==> config.mk <==
export PLATFORM = sky130hd
export DESIGN_NAME = cdb_arbiter_flat
export DESIGN_NICKNAME = d
export VERILOG_FILES = /design/src/rtl/cdb_arbiter_if.sv /design/src/rtl/cdb_arbiter.sv /design/src/flat_wrapper.sv
export SDC_FILE = /design/constraint.sdc
export NUM_CORES = 1
export LEC_CHECK = 0
export CORE_MARGIN = 3
export CORE_UTILIZATION = 44
export CTS_BUF_LIST = sky130_fd_sc_hd__clkbuf_4 sky130_fd_sc_hd__clkbuf_8 sky130_fd_sc_hd__clkbuf_16
export DETAILED_ROUTE_END_ITERATION = 10
export PLACE_DENSITY = 0.8
export SYNTH_ARGS = -nofsm -noshare
export SYNTH_HDL_FRONTEND = slang
export SYNTH_SLANG_ARGS = --single-unit
==> constraint.sdc <==
create_clock -name clk -period 6.3 [get_ports clk]
set_input_delay 1.89 -clock clk [delete_from_list [all_inputs] [get_ports clk]]
set_output_delay 1.89 -clock clk [all_outputs]
set_load 0.05 [all_outputs]
==> src/rtl/cdb_arbiter_if.sv <==
// Request-side handshake and CDB broadcast bus for cdb_arbiter.
// The master drives requests and back-pressure; the slave (the arbiter) grants and broadcasts.
interface cdb_arbiter_if #(
  parameter int NUM_REQ     = 4,
  parameter int NUM_PORTS   = 2,
  parameter int ROB_ID_BITS = 6,
  parameter int DATA_W      = 32
);
  logic                             flush;
  logic [NUM_REQ-1:0]               req_valid;
  logic [NUM_REQ*ROB_ID_BITS-1:0]   req_rob_id;
  logic [NUM_REQ*5-1:0]             req_rd_addr;
  logic [NUM_REQ*DATA_W-1:0]        req_data;
  logic [NUM_REQ-1:0]               req_ready;
  logic                             cdb_stall;
  logic [NUM_PORTS-1:0]             cdb_valid;
  logic [NUM_PORTS*ROB_ID_BITS-1:0] cdb_rob_id;
  logic [NUM_PORTS*5-1:0]           cdb_rd_addr;
  logic [NUM_PORTS*DATA_W-1:0]      cdb_data;

  modport master (
    output flush, req_valid, req_rob_id, req_rd_addr, req_data, cdb_stall,
    input  req_ready, cdb_valid, cdb_rob_id, cdb_rd_addr, cdb_data
  );

  modport slave (
    input  flush, req_valid, req_rob_id, req_rd_addr, req_data, cdb_stall,
    output req_ready, cdb_valid, cdb_rob_id, cdb_rd_addr, cdb_data
  );
endinterface

==> src/rtl/cdb_arbiter.sv <==
// Round-robin arbiter sharing NUM_PORTS registered CDB broadcast ports among NUM_REQ requesters.
// Define CDB_PERF_CNT_EN to add saturating conflict/stall performance counters.
module cdb_arbiter #(
  parameter int NUM_REQ     = 4,
  parameter int NUM_PORTS   = 2,
  parameter int ROB_ID_BITS = 6,
  parameter int DATA_W      = 32
) (
  input  logic         clk,
  input  logic         rst_n,
  cdb_arbiter_if.slave bus
`ifdef CDB_PERF_CNT_EN
  ,
  output logic [31:0]  perf_conflict_cnt,
  output logic [31:0]  perf_stall_cnt
`endif
);

  localparam int PTR_W = (NUM_REQ > 1) ? $clog2(NUM_REQ) : 1;

  logic [PTR_W-1:0]                 rr_ptr_q, rr_ptr_d;
  logic [NUM_PORTS-1:0]             cdb_valid_q, cdb_valid_d;
  logic [NUM_PORTS*ROB_ID_BITS-1:0] cdb_rob_id_q, cdb_rob_id_d;
  logic [NUM_PORTS*5-1:0]           cdb_rd_addr_q, cdb_rd_addr_d;
  logic [NUM_PORTS*DATA_W-1:0]      cdb_data_q, cdb_data_d;

  logic [ROB_ID_BITS-1:0] req_rob_id_a  [NUM_REQ];
  logic [4:0]             req_rd_addr_a [NUM_REQ];
  logic [DATA_W-1:0]      req_data_a    [NUM_REQ];

  logic                   grant_en;
  logic [2*NUM_REQ-1:0]   valid_dbl, grant_dbl;
  logic [NUM_REQ-1:0]     valid_rot, grant_rot, grant;
  logic [NUM_PORTS-1:0]   port_vld;
  logic [PTR_W-1:0]       port_sel [NUM_PORTS];
  logic [PTR_W-1:0]       last_sel;

  always_comb begin
    for (int i = 0; i < NUM_REQ; i++) begin
      req_rob_id_a[i]  = bus.req_rob_id[i*ROB_ID_BITS +: ROB_ID_BITS];
      req_rd_addr_a[i] = bus.req_rd_addr[i*5 +: 5];
      req_data_a[i]    = bus.req_data[i*DATA_W +: DATA_W];
    end
  end

  // Rotate requests so scan position k is requester (rr_ptr + k) mod NUM_REQ; grants rotate back.
  // NOTE: every always_comb output gets a default first so no path leaves it unassigned (no latch).
  always_comb begin
    int n;
    int s;
    grant_en  = rst_n && !bus.cdb_stall && !bus.flush;
    valid_dbl = {bus.req_valid, bus.req_valid} >> rr_ptr_q;
    valid_rot = valid_dbl[NUM_REQ-1:0];
    grant_rot = '0;
    port_vld  = '0;
    last_sel  = rr_ptr_q;
    n         = 0;
    s         = 0;
    for (int p = 0; p < NUM_PORTS; p++) port_sel[p] = '0;
    for (int k = 0; k < NUM_REQ; k++) begin
      if (grant_en && valid_rot[k] && n < NUM_PORTS) begin
        grant_rot[k] = 1'b1;
        s = int'(rr_ptr_q) + k;
        if (s >= NUM_REQ) s = s - NUM_REQ;
        for (int p = 0; p < NUM_PORTS; p++) begin
          if (n == p) begin
            port_vld[p] = 1'b1;
            port_sel[p] = PTR_W'(s);
          end
        end
        last_sel = PTR_W'(s);
        n = n + 1;
      end
    end
    grant_dbl = {grant_rot, grant_rot} << rr_ptr_q;
    grant     = grant_dbl[2*NUM_REQ-1:NUM_REQ];
  end

  assign bus.req_ready = grant;

  // Flush wins over stall; stall holds every output register and the pointer.
  always_comb begin
    int t;
    cdb_valid_d   = cdb_valid_q;
    cdb_rob_id_d  = cdb_rob_id_q;
    cdb_rd_addr_d = cdb_rd_addr_q;
    cdb_data_d    = cdb_data_q;
    rr_ptr_d      = rr_ptr_q;
    t             = int'(last_sel) + 1;
    if (t >= NUM_REQ) t = 0;
    if (bus.flush) begin
      cdb_valid_d = '0;
    end else if (!bus.cdb_stall) begin
      cdb_valid_d = port_vld;
      for (int p = 0; p < NUM_PORTS; p++) begin
        cdb_rob_id_d[p*ROB_ID_BITS +: ROB_ID_BITS] =
          port_vld[p] ? req_rob_id_a[port_sel[p]] : '0;
        cdb_rd_addr_d[p*5 +: 5]       = port_vld[p] ? req_rd_addr_a[port_sel[p]] : '0;
        cdb_data_d[p*DATA_W +: DATA_W] = port_vld[p] ? req_data_a[port_sel[p]] : '0;
      end
      if (|grant) rr_ptr_d = PTR_W'(t);
    end
  end

  // NOTE: sequential state uses non-blocking assignments so all flops update from pre-edge values.
  always_ff @(posedge clk or negedge rst_n) begin
    if (!rst_n) begin
      rr_ptr_q      <= '0;
      cdb_valid_q   <= '0;
      cdb_rob_id_q  <= '0;
      cdb_rd_addr_q <= '0;
      cdb_data_q    <= '0;
    end else begin
      rr_ptr_q      <= rr_ptr_d;
      cdb_valid_q   <= cdb_valid_d;
      cdb_rob_id_q  <= cdb_rob_id_d;
      cdb_rd_addr_q <= cdb_rd_addr_d;
      cdb_data_q    <= cdb_data_d;
    end
  end

  assign bus.cdb_valid   = cdb_valid_q;
  assign bus.cdb_rob_id  = cdb_rob_id_q;
  assign bus.cdb_rd_addr = cdb_rd_addr_q;
  assign bus.cdb_data    = cdb_data_q;

`ifdef CDB_PERF_CNT_EN
  logic [31:0] perf_conflict_q, perf_conflict_d;
  logic [31:0] perf_stall_q, perf_stall_d;

  always_comb begin
    perf_conflict_d = perf_conflict_q;
    perf_stall_d    = perf_stall_q;
    if (!bus.cdb_stall && !bus.flush && ($countones(bus.req_valid) > NUM_PORTS) &&
        (perf_conflict_q != 32'hFFFF_FFFF))
      perf_conflict_d = perf_conflict_q + 32'd1;
    if (bus.cdb_stall && (|cdb_valid_q) && (perf_stall_q != 32'hFFFF_FFFF))
      perf_stall_d = perf_stall_q + 32'd1;
  end

  always_ff @(posedge clk or negedge rst_n) begin
    if (!rst_n) begin
      perf_conflict_q <= '0;
      perf_stall_q    <= '0;
    end else begin
      perf_conflict_q <= perf_conflict_d;
      perf_stall_q    <= perf_stall_d;
    end
  end

  assign perf_conflict_cnt = perf_conflict_q;
  assign perf_stall_cnt    = perf_stall_q;
`endif

endmodule

==> src/flat_wrapper.sv <==
// flat-port wrapper written by rule: the top's interface ports become plain ports
module cdb_arbiter_flat 
#(
  parameter int NUM_REQ     = 4,
  parameter int NUM_PORTS   = 2,
  parameter int ROB_ID_BITS = 6,
  parameter int DATA_W      = 32
)
  (clk, rst_n, bus_flush, bus_req_valid, bus_req_rob_id, bus_req_rd_addr, bus_req_data, bus_cdb_stall, bus_req_ready, bus_cdb_valid, bus_cdb_rob_id, bus_cdb_rd_addr, bus_cdb_data);
  cdb_arbiter_if #(.NUM_REQ(NUM_REQ), .NUM_PORTS(NUM_PORTS), .ROB_ID_BITS(ROB_ID_BITS), .DATA_W(DATA_W)) bus_i ();
  input  logic clk;
  input  logic rst_n;
  input wire logic [$bits(bus_i.flush)-1:0] bus_flush;
  input wire logic [$bits(bus_i.req_valid)-1:0] bus_req_valid;
  input wire logic [$bits(bus_i.req_rob_id)-1:0] bus_req_rob_id;
  input wire logic [$bits(bus_i.req_rd_addr)-1:0] bus_req_rd_addr;
  input wire logic [$bits(bus_i.req_data)-1:0] bus_req_data;
  input wire logic [$bits(bus_i.cdb_stall)-1:0] bus_cdb_stall;
  output wire logic [$bits(bus_i.req_ready)-1:0] bus_req_ready;
  output wire logic [$bits(bus_i.cdb_valid)-1:0] bus_cdb_valid;
  output wire logic [$bits(bus_i.cdb_rob_id)-1:0] bus_cdb_rob_id;
  output wire logic [$bits(bus_i.cdb_rd_addr)-1:0] bus_cdb_rd_addr;
  output wire logic [$bits(bus_i.cdb_data)-1:0] bus_cdb_data;
  assign bus_i.flush = bus_flush;
  assign bus_i.req_valid = bus_req_valid;
  assign bus_i.req_rob_id = bus_req_rob_id;
  assign bus_i.req_rd_addr = bus_req_rd_addr;
  assign bus_i.req_data = bus_req_data;
  assign bus_i.cdb_stall = bus_cdb_stall;
  assign bus_req_ready = bus_i.req_ready;
  assign bus_cdb_valid = bus_i.cdb_valid;
  assign bus_cdb_rob_id = bus_i.cdb_rob_id;
  assign bus_cdb_rd_addr = bus_i.cdb_rd_addr;
  assign bus_cdb_data = bus_i.cdb_data;
  cdb_arbiter #(.NUM_REQ(NUM_REQ), .NUM_PORTS(NUM_PORTS), .ROB_ID_BITS(ROB_ID_BITS), .DATA_W(DATA_W)) u_core (.clk(clk), .rst_n(rst_n), .bus(bus_i));
endmodule
==> qor.yml, run 1 <==
outcome:
  status: "complete, no violations"
cts:
  cts_sinks: 90
  clk_latency_ns: 0.35
  cts-buffers-inserted: 9
  path_clk_slew_ns: 0.06
  h-tree-depth: 3
  cts_tree: "built"
  cts-root-buf: "clkbuf_16"
  clockBufferDepth: 2
  holdBufCountCts: 0
global_route:
  first_global_vias: 7483
  grt_pass1_wl_microns: 39800
  grt_max_degree: 71
  grt_overflow: 0
  track_usage: 0.309
  antenna_found_initial: 0
synth:
  ys_types: 61
  ys_seq_elements: 90
  synth_flop_cell: "dfrtp_1"
  ys_seq_area_frac: 0.351
  synth_cells: 653
  synth_edf_count: 0
  ys_warn_count: 0
  netlist.area_leader.share: 0.351
  syn_avg_cell_area_sq_um: 9.82
  yosys-top-cells-area: "dfrtp_1 (35%), mux2i_1 (15%), mux2_1 (7.9%)"
  syn_area_sq_um: 6410
  synth_fp_nets: 835
  synth-async-reset-ratio: 1.00
  yosysTopAreaCell: "dfrtp_1"
job:
  cap_viol_max_count: 0
route:
  wl_per_cell_microns: 23.4
  ant_nets: 0
  drc: 0
  firstDrtPassIters: 5
  routed_wl_microns: 25400
  drtIter0Drc: 687
  vias: 6961
  routed_via_density: 6.43
critical_path:
  worst_ep_arrival_time_ns: 4.27
  path_class: "input port to output pin"
  cp-start-kind: "input port"
  path_max_fanout: 5
  critPathRequiredTime_ns: 4.41
  crit_start: "bus_cdb_stall"
  critPathCaptureType: "output pin"
power_and_ir_drop:
  switchingPower_uw: 1690
  p_int_uw: 1900
  combPwrFrac: 0.579
  seqPwrFrac: 0.260
  power_frac_clock: 0.162
  switching_share: 0.472
  ir_drop_mv: 0.334
  p_leak_uw: 0.00445
  p_per_area_nw_per_um2: 371
placement:
  place_congestion: 0.910
  dp_hpwl_microns: 17300
  port_buffers: 271
  placed_cell_area_sq_um: 9350
floorplan:
  die-area_sq_um: 16100
  rows: 43
  initial_utilization: 0.457
  core_sq_um: 14000
  die_h_microns: 127
  io_pins: 272
  die_w_microns: 127
timing:
  worst_pin_slew_ns: 1.24
  fmax_mhz: 162
  finalSetupTns_ns: 0
  finalSetupViolCount: 0
  timing.final.crit_share: 0.977
  slew_headroom: 0.169
  rsz0062_at_grt: "false"
  maxSlewViolCount: 0
  min_period_ns: 6.16
  hold_violations: 0
  clock_skew_ns: 0.00575
finish:
  area_delta_synth_final_pct: 51.0
  nets: 1080
  final_common_cell: "clkdlybuf4s50_1"
  design_area_sq_um: 9680
  n_antenna_cell: 0
  drive_gt1_frac: 0.0764
  layout_common_cells: "clkdlybuf4s50_1 (263), mux2i_1 (93), dfrtp_1 (90), nand2_1 (53), a21oi_1 (52)"
min_path:
  min_from: "u_core.bus.cdb_valid[0]$_DFFE_PN0P_"
  hold_path_class: "flop to flop"
[Yosys cell counts (3+ instances only)]
master    number
mux2_1        45
buf_2         10
a221o_1       42
buf_6          5
mux2i_4        4
dfrtp_1       90
buf_4          6
a21oi_1       52
nand2_1       54
nor2_1        11
clkbuf_1      39
xnor2_1        4
inv_1          5
o21ai_0       44
nand3_1       49
mux2i_1       94
o21a_1         3
o221ai_1      42
[worst paths after layout]
path	cells after the start	to	slack, ns
max	9	bus_req_ready[0]	0.14
min	1	u_core.bus.cdb_valid[0]$_DFFE_PN0P_	0.48
max reg2reg	13	u_core.bus.cdb_data[58]$_DFFE_PN0P_	1.68
min reg2reg	1	u_core.bus.cdb_valid[0]$_DFFE_PN0P_	0.48
max in group asynchronous	2	u_core.bus.cdb_data[13]$_DFFE_PN0P_	3.89
min in group asynchronous	2	u_core.bus.cdb_data[3]$_DFFE_PN0P_	1.56
[worst max-delay path, cell delays in order]
cell and delay, ns:
clkdlybuf4s50_1 0.46, buf_4 0.18, or3b_1 0.40, or4_1 0.57, nand2_1 0.16, nor3_4 0.07
mux2i_1 0.20, mux2i_1 0.15, buf_12 0.20
[stage by stage]
step           setup slack (ns)  power [uW]  hold WS, ns   util  instances
6_report                  0.144        3590        0.476  0.690       1083
4_1_cts                  0.0600        3580        0.478  0.688       1082
3_5_place_dp             0.0745        3000        0.465  0.666       1066
3_3_place_gp              0.158        2960        0.464  0.666       1066
2_1_floorplan            -0.102        2240        0.741      -        653
5_1_grt                  0.0157        3730        0.520  0.690       1083
[layout make-up]
type                    count  area, sq um
flip-flops and latches     90         2250
multi-input cells         495         3870
fillers                  1061         4360
clock buffers              13          268
repair buffers            296         3000
inverters                   6         22.5
well taps                 180          225
clock inverters             3         46.3
[layer usage]
layer	routed length, microns	vias to the layer above	global-route usage
li1	-	3034	-
met1	9570	3355	0.376
met2	12200	489	0.507
met3	2530	83	0.0758
met4	1020	0	0.162
met5	0	-	0
[power by group through the flow]
stage	clock network (uW)	logic, uW	registers, uW
3_3_place_gp	0	2040	924
2_1_floorplan	0	716	1520
6_report	580	2080	932
4_1_cts	581	2070	927
5_1_grt	608	2170	953
3_5_place_dp	0	2070	933
[logic make-up (layout without fill, tap and decap cells)]
logic type | after synthesis | in the layout | synth area share
AO/OA/AOI/OAI | 211 | 211 | 0.241
XOR/XNOR | 4 | 4 | 0.00546
adder cells (fa/ha/maj) | 2 | 2 | 0.00390
buffers and inverters | 68 | 318 | 0.0511
flip-flops | 90 | 90 | 0.351
multiplexers | 146 | 146 | 0.247
AND/OR/NAND/NOR | 132 | 132 | 0.0995
[state kept, by name, indices dropped and copies added (netlist names), named ones only]
name / cells
u_core.bus.cdb_valid: 2
u_core.bus.cdb_rd_addr: 10
u_core.rr_ptr_q: 1
u_core.bus.cdb_rob_id: 12
u_core.bus.cdb_data: 64
[timing repair]
action                                  4_1_cts  5_1_grt
resized for setup                             0        4
buffers inserted                              0        1
endpoints found under the setup margin        0        4
Power figures use the tool's default switching activity.
==> inputs of run 2 (changes only) <==
CTS_BUF_LIST = sky130_fd_sc_hd__clkbuf_16   (was sky130_fd_sc_hd__clkbuf_4 sky130_fd_sc_hd__clkbuf_8 sky130_fd_sc_hd__clkbuf_16)
==> run 2 against run 1 <==
Wire length is essentially flat. Core utilization shrank 0.20 points. Power down 1.1%.
==> qor.yml, run 2 (same netlist as run 1, synthesis figures left out) <==
power_and_ir_drop:
  power_uw: 3550  # was 3590 uW
  p_per_area_nw_per_um2: 368  # was 371 nW/um^2
  p_leak_uw: 0.00444  # was 0.00445 uW
  ir_drop_mv: 0.334  # about the same
timing:
  finalSetupViolCount: 0  # unchanged
  hold_violations: 0  # unchanged
  slew_headroom: 0.151  # was 0.169
  rsz0062_at_grt: "false"  # unchanged
  min_period_ns: 6.16  # about the same
  fmax_mhz: 162  # about the same
  finalSetupTns_ns: 0  # unchanged
  maxSlewViolCount: 0  # unchanged
  worst_pin_slew_ns: 1.27  # was 1.24 ns
  timing.final.crit_share: 0.977  # about the same
  clock_skew_ns: 0.00397  # was 0.00575 ns
min_path:
  whs_path_depth: 1  # unchanged
  hold_path_class: "flop to flop"  # unchanged
critical_path:
  r2r_setup_slack_ns: 1.69  # was 1.68 ns
  path_class: "input port to output pin"  # unchanged
  critPathCaptureType: "output pin"  # unchanged
  crit_end: "bus_req_ready[0]"  # unchanged
  rr_worst_depth: 13  # unchanged
  critPathRequiredTime_ns: 4.41  # about the same
  path_max_fanout: 5  # unchanged
  cp-start-kind: "input port"  # unchanged
  worst_r2r_endpoint: "u_core.bus.cdb_data[58]$_DFFE_PN0P_"  # unchanged
  worst_ep_arrival_time_ns: 4.27  # about the same
  crit_start: "bus_cdb_stall"  # unchanged
placement:
  placed_cell_area_sq_um: 9350  # unchanged
  dp_hpwl_microns: 17300  # unchanged
  port_buffers: 271  # unchanged
  place_congestion: 0.910  # unchanged
  dp.cells: 1066  # unchanged
cts:
  path_clk_slew_ns: 0.06  # about the same
  h-tree-depth: 3  # unchanged
  cts-buffers-inserted: 9  # unchanged
  clockBufferDepth: 2  # unchanged
  cts-root-buf: "clkbuf_16"  # unchanged
  clk_latency_ns: 0.35  # about the same
  cts_sinks: 90  # unchanged
  cts_tree: "built"  # unchanged
job:
  cap_viol_max_count: 0  # unchanged
route:
  routed_via_density: 6.45  # was 6.43
  drc: 0  # unchanged
  firstDrtPassIters: 5  # unchanged
  drtIter0Drc: 695  # was 687
  routed_wl_microns: 25400  # about the same
  vias: 6986  # was 6961
  ant_nets: 0  # unchanged
  wl_per_cell_microns: 23.4  # about the same
global_route:
  grt_pass1_wl_microns: 39800  # about the same
  grt_overflow: 0  # unchanged
  first_global_vias: 7471  # was 7483
  antenna_found_initial: 0  # unchanged
  grt_max_degree: 71  # unchanged
  track_usage: 0.309  # about the same
outcome:
  status: "complete, no violations"  # unchanged
finish:
  layout_common_cells: "clkdlybuf4s50_1 (263), mux2i_1 (93), dfrtp_1 (90), nand2_1 (53), a21oi_1 (52)"  # unchanged
  drive_gt1_frac: 0.0720  # was 0.0764
  final_util: 0.688  # was 0.690
  fillers: 1064  # was 1061
  n_antenna_cell: 0  # unchanged
  nets: 1080  # unchanged
  final_cell_count_no_fill: 1083  # unchanged
  final_common_cell: "clkdlybuf4s50_1"  # unchanged
  area_delta_synth_final_pct: 50.6  # was 51.0%
  largest_reg_flops: 64  # unchanged
  design_area_sq_um: 9660  # was 9680 sq um
floorplan:
  die_h_microns: 127  # unchanged
  io_pins: 272  # unchanged
  core_sq_um: 14000  # unchanged
  rows: 43  # unchanged
  die-area_sq_um: 16100  # unchanged
  initial_utilization: 0.457  # unchanged
  die_w_microns: 127  # unchanged
run 2: cell count changes in the layout (fill, tap and decap cells not counted):
cell,delta
clkinv_1,+2
clkbuf_8,-2
inv_1,+2
clkbuf_4,-2
run 2: repair_timing:
| item | in CTS | in global routing |
|---|---|---|
| setup endpoints to repair | 0 | 4 |
| setup buffers | 0 | 1 |
| hold buffers | 0 | 0 |
| gates resized for setup | 0 | 4 |
run 2: cell type report:
cell class	instances	area, sq um	share of cell area
multi-input cells	495	3870	0.401
clock buffers	9	225	0.0233
flip-flops and latches	90	2250	0.233
inverters	6	22.5	0.00233
clock inverters	7	61.3	0.00635
repair buffers	296	3000	0.310
well taps	180	225	0.0233
run 2: worst max-delay path, cell delays in order:
cell and delay [ns]:
clkdlybuf4s50_1 0.46, buf_4 0.18, or3b_1 0.40, or4_1 0.57
nand2_1 0.16, nor3_4 0.07, mux2i_1 0.20, mux2i_1 0.15
buf_12 0.20
run 2: worst min-delay path by stage:
stage	start	to	slack (ns)
after global placement	u_core.bus.cdb_valid[0]$_DFFE_PN0P_	u_core.bus.cdb_valid[0]$_DFFE_PN0P_	0.46
after detailed placement	u_core.bus.cdb_valid[0]$_DFFE_PN0P_	u_core.bus.cdb_valid[0]$_DFFE_PN0P_	0.46
final	u_core.bus.cdb_valid[0]$_DFFE_PN0P_	u_core.bus.cdb_valid[0]$_DFFE_PN0P_	0.48
after CTS	u_core.bus.cdb_valid[0]$_DFFE_PN0P_	u_core.bus.cdb_valid[0]$_DFFE_PN0P_	0.48
after floorplan	u_core.bus.cdb_valid[1]$_DFFE_PN0P_	u_core.bus.cdb_valid[1]$_DFFE_PN0P_	0.74
after global routing	u_core.bus.cdb_valid[1]$_DFFE_PN0P_	u_core.bus.cdb_valid[1]$_DFFE_PN0P_	0.52
run 2: power breakdown:
part | switching (uW) | internal (uW) | leakage (uW) | total (uW)
sequential | 163 | 770 | 0.00116 | 932
clock | 237 | 304 | 0.000144 | 540
combinational | 1290 | 786 | 0.00314 | 2080
run 2: layer usage:
| metal | routed length, microns | up-vias | track usage |
|---|---|---|---|
| li1 | - | 3035 | - |
| met1 | 9500 | 3373 | 0.376 |
| met2 | 12300 | 501 | 0.507 |
| met3 | 2630 | 77 | 0.0762 |
| met4 | 985 | 0 | 0.162 |
| met5 | 0 | - | 0 |
run 2: stage by stage:
stage	worst slack (ns)	hold slack, ns
after floorplan	-0.102	0.741
after global placement	0.158	0.464
after detailed placement	0.0745	0.465
after CTS	0.0600	0.478
after global routing	0.0157	0.520
final	0.144	0.476
==> inputs of run 3 (changes only) <==
CORE_UTILIZATION = 50   (was 44)
DONT_BUFFER_PORTS = 1   (was unset)
PLACE_DENSITY = 0.62   (was 0.8)
==> run 3 against run 2 <==
Non-clock buffer count down 276. Wire length down 13%. Clock skew rose by 0.0057 ns. Register-to-register slack got worse by 0.30 ns. Final cell count is 27% lower. Critical path depth grew 1. Flip-flop and latch count stayed put. Clock power up 6.1%. Via count down 18%. Critical path type unchanged. Largest power group is now sequential cells.
==> qor.yml, run 3 (same netlist as run 1, synthesis figures left out) <==
finish:
  fillers: 1114  # was 1064
  layout_common_cells: "mux2i_1 (93), dfrtp_1 (90), nand2_1 (54), a21oi_1 (52), nand3_1 (49)"  # was clkdlybuf4s50_1 (263), mux2i_1 (93), dfrtp_1 (90), nand2_1 (53), a21oi_1 (52)
  nets: 804  # was 1080
  n_antenna_cell: 0  # unchanged
  multi_input_area_sq_um: 3860  # was 3870 sq um
  final_util: 0.559  # was 0.688
  drive_gt1_frac: 0.0896  # was 0.0720
  area_delta_synth_final_pct: 6.91  # was 50.6%
  largest_reg_flops: 64  # unchanged
  regArea_sq_um: 2250  # unchanged
  final_common_cell: "mux2i_1"  # was clkdlybuf4s50_1
placement:
  place_congestion: 0.850  # was 0.910
  dp_hpwl_microns: 14800  # was 17300 microns
  post-place-ws_ns: 0.499  # was 0.0745 ns
  port_buffers: 0  # was 271
critical_path:
  path_max_fanout: 8  # was 5
  worst_ep_arrival_time_ns: 3.93  # was 4.27 ns
  critPathCaptureType: "output pin"  # unchanged
  critPathRequiredTime_ns: 4.41  # about the same
  path_class: "input port to output pin"  # unchanged
  cp-start-kind: "input port"  # unchanged
  crit_start: "bus_req_valid[2]"  # was bus_cdb_stall
  r2r_setup_slack_ns: 1.39  # was 1.69 ns
timing:
  finalSetupViolCount: 0  # unchanged
  rsz0062_at_grt: "false"  # unchanged
  slew_headroom: 0.384  # was 0.151
  timing.final.crit_share: 0.923  # was 0.977
  min_period_ns: 5.82  # was 6.16 ns
  hold_violations: 0  # unchanged
  setup_ws_ns: 0.484  # was 0.144 ns
  fmax_mhz: 172  # was 162 MHz
  worst_pin_slew_ns: 0.923  # was 1.27 ns
  maxSlewViolCount: 0  # unchanged
  finalSetupTns_ns: 0  # unchanged
  clock_skew_ns: 0.00969  # was 0.00397 ns
global_route:
  track_usage: 0.303  # was 0.309
  grt_max_degree: 97  # was 71
  grt_pass1_wl_microns: 34300  # was 39800 microns
  grt_overflow: 0  # unchanged
  antenna_found_initial: 0  # unchanged
  first_global_vias: 6052  # was 7471
floorplan:
  die_h_microns: 119  # was 127 microns
  rows: 40  # was 43
  io_pins: 272  # unchanged
  die_w_microns: 119  # was 127 microns
  die-area_sq_um: 14200  # was 16100 sq um
  initial_utilization: 0.523  # was 0.457
  core_sq_um: 12300  # was 14000 sq um
route:
  wl_per_cell_microns: 27.9  # was 23.4 microns
  drtIter0Drc: 467  # was 695
  routed_via_density: 7.21  # was 6.45
  vias: 5718  # was 6986
  ant_nets: 0  # unchanged
  drc: 0  # unchanged
  firstDrtPassIters: 5  # unchanged
  routed_wl_microns: 22100  # was 25400 microns
job:
  cap_viol_max_count: 0  # unchanged
cts:
  path_clk_slew_ns: 0.05  # was 0.06 ns
  cts_sinks: 90  # unchanged
  clockBufferDepth: 2  # unchanged
  ctsResizeCount: 0  # unchanged
  cts-root-buf: "clkbuf_16"  # unchanged
  cts_setup_buffers: 0  # unchanged
  h-tree-depth: 3  # unchanged
  cts-buffers-inserted: 9  # unchanged
  clk_latency_ns: 0.34  # was 0.35 ns
  cts_tree: "built"  # unchanged
  holdBufCountCts: 0  # unchanged
min_path:
  hold_path_class: "flop to flop"  # unchanged
  min_from: "u_core.bus.cdb_valid[1]$_DFFE_PN0P_"  # was u_core.bus.cdb_valid[0]$_DFFE_PN0P_
power_and_ir_drop:
  p_per_area_nw_per_um2: 443  # was 368 nW/um^2
  switchingPower_uw: 1560  # was 1690 uW
  combPwrFrac: 0.277  # was 0.585
  ir_drop_mv: 0.225  # was 0.334 mV
  power_uw: 3040  # was 3550 uW
  switching_share: 0.515  # was 0.476
  p_int_uw: 1470  # was 1860 uW
  power_frac_clock: 0.189  # was 0.152
  p_leak_uw: 0.00335  # was 0.00444 uW
  seqPwrFrac: 0.534  # was 0.263
outcome:
  status: "complete, no violations"  # unchanged
==> run 3: cell types whose count changed in the layout (fill, tap and decap cells not counted), moves of 2 or more <==
cell and change:
clkinv_1 -2, inv_1 -2, buf_12 -4, clkdlybuf4s50_1 -263
dlymetal6s2s_1 -3, clkinv_2 +2, buf_4 -6
==> run 3: path summary, 6_finish.rpt <==
kind | end | cells after the start
setup / recovery | bus_req_ready[3] | 10
hold / removal | u_core.bus.cdb_valid[1]$_DFFE_PN0P_ | 2
setup reg to reg | u_core.bus.cdb_data[51]$_DFFE_PN0P_ | 14
hold reg to reg | u_core.bus.cdb_valid[1]$_DFFE_PN0P_ | 2
max in group asynchronous | u_core.bus.cdb_data[13]$_DFFE_PN0P_ | 0
min in group asynchronous | u_core.bus.cdb_rd_addr[5]$_DFFE_PN0P_ | 0
==> run 3: layer usage <==
layer | vias up | track usage | wire length (microns)
li1 | 2482 | - | -
met1 | 2848 | 0.365 | 8260
met2 | 327 | 0.493 | 10700
met3 | 61 | 0.102 | 2350
met4 | 0 | 0.130 | 778
met5 | - | 0 | 0
==> run 3: critical path: stages <==
cell     delay (ns)
mux2i_1        0.16
o22a_1         0.34
inv_2          0.12
ha_1           0.24
nor4b_2        0.34
nand2_1        0.11
nor3_2         0.18
a21oi_1        0.12
mux2i_1        0.19
buf_4          0.22
==> run 3: metrics by stage <==
step | instance area [sq um] | hold WS, ns | std cells
5_1_grt | 6850 | 0.820 | 793
3_3_place_gp | 6550 | 0.777 | 779
4_1_cts | 6850 | 0.795 | 793
2_1_floorplan | 6410 | 0.741 | 653
6_report | 6850 | 0.795 | 793
3_5_place_dp | 6550 | 0.786 | 779
==> run 3: final cells by class <==
| type | instances | area share |
|---|---|---|
| well taps | 168 | 0.0307 |
| clock inverters | 5 | 0.0115 |
| flip-flops and latches | 90 | 0.329 |
| repair buffers | 20 | 0.0292 |
| multi-input cells | 495 | 0.564 |
| inverters | 6 | 0.00329 |
| clock buffers | 9 | 0.0329 |
==> run 3: power groups by stage <==
stage / clock network [uW] / logic [uW] / registers, uW
after global routing: 602 / 911 / 1640
after detailed placement: 0 / 835 / 1630
after CTS: 580 / 836 / 1620
final: 573 / 842 / 1620
after floorplan: 0 / 716 / 1520
after global placement: 0 / 810 / 1630
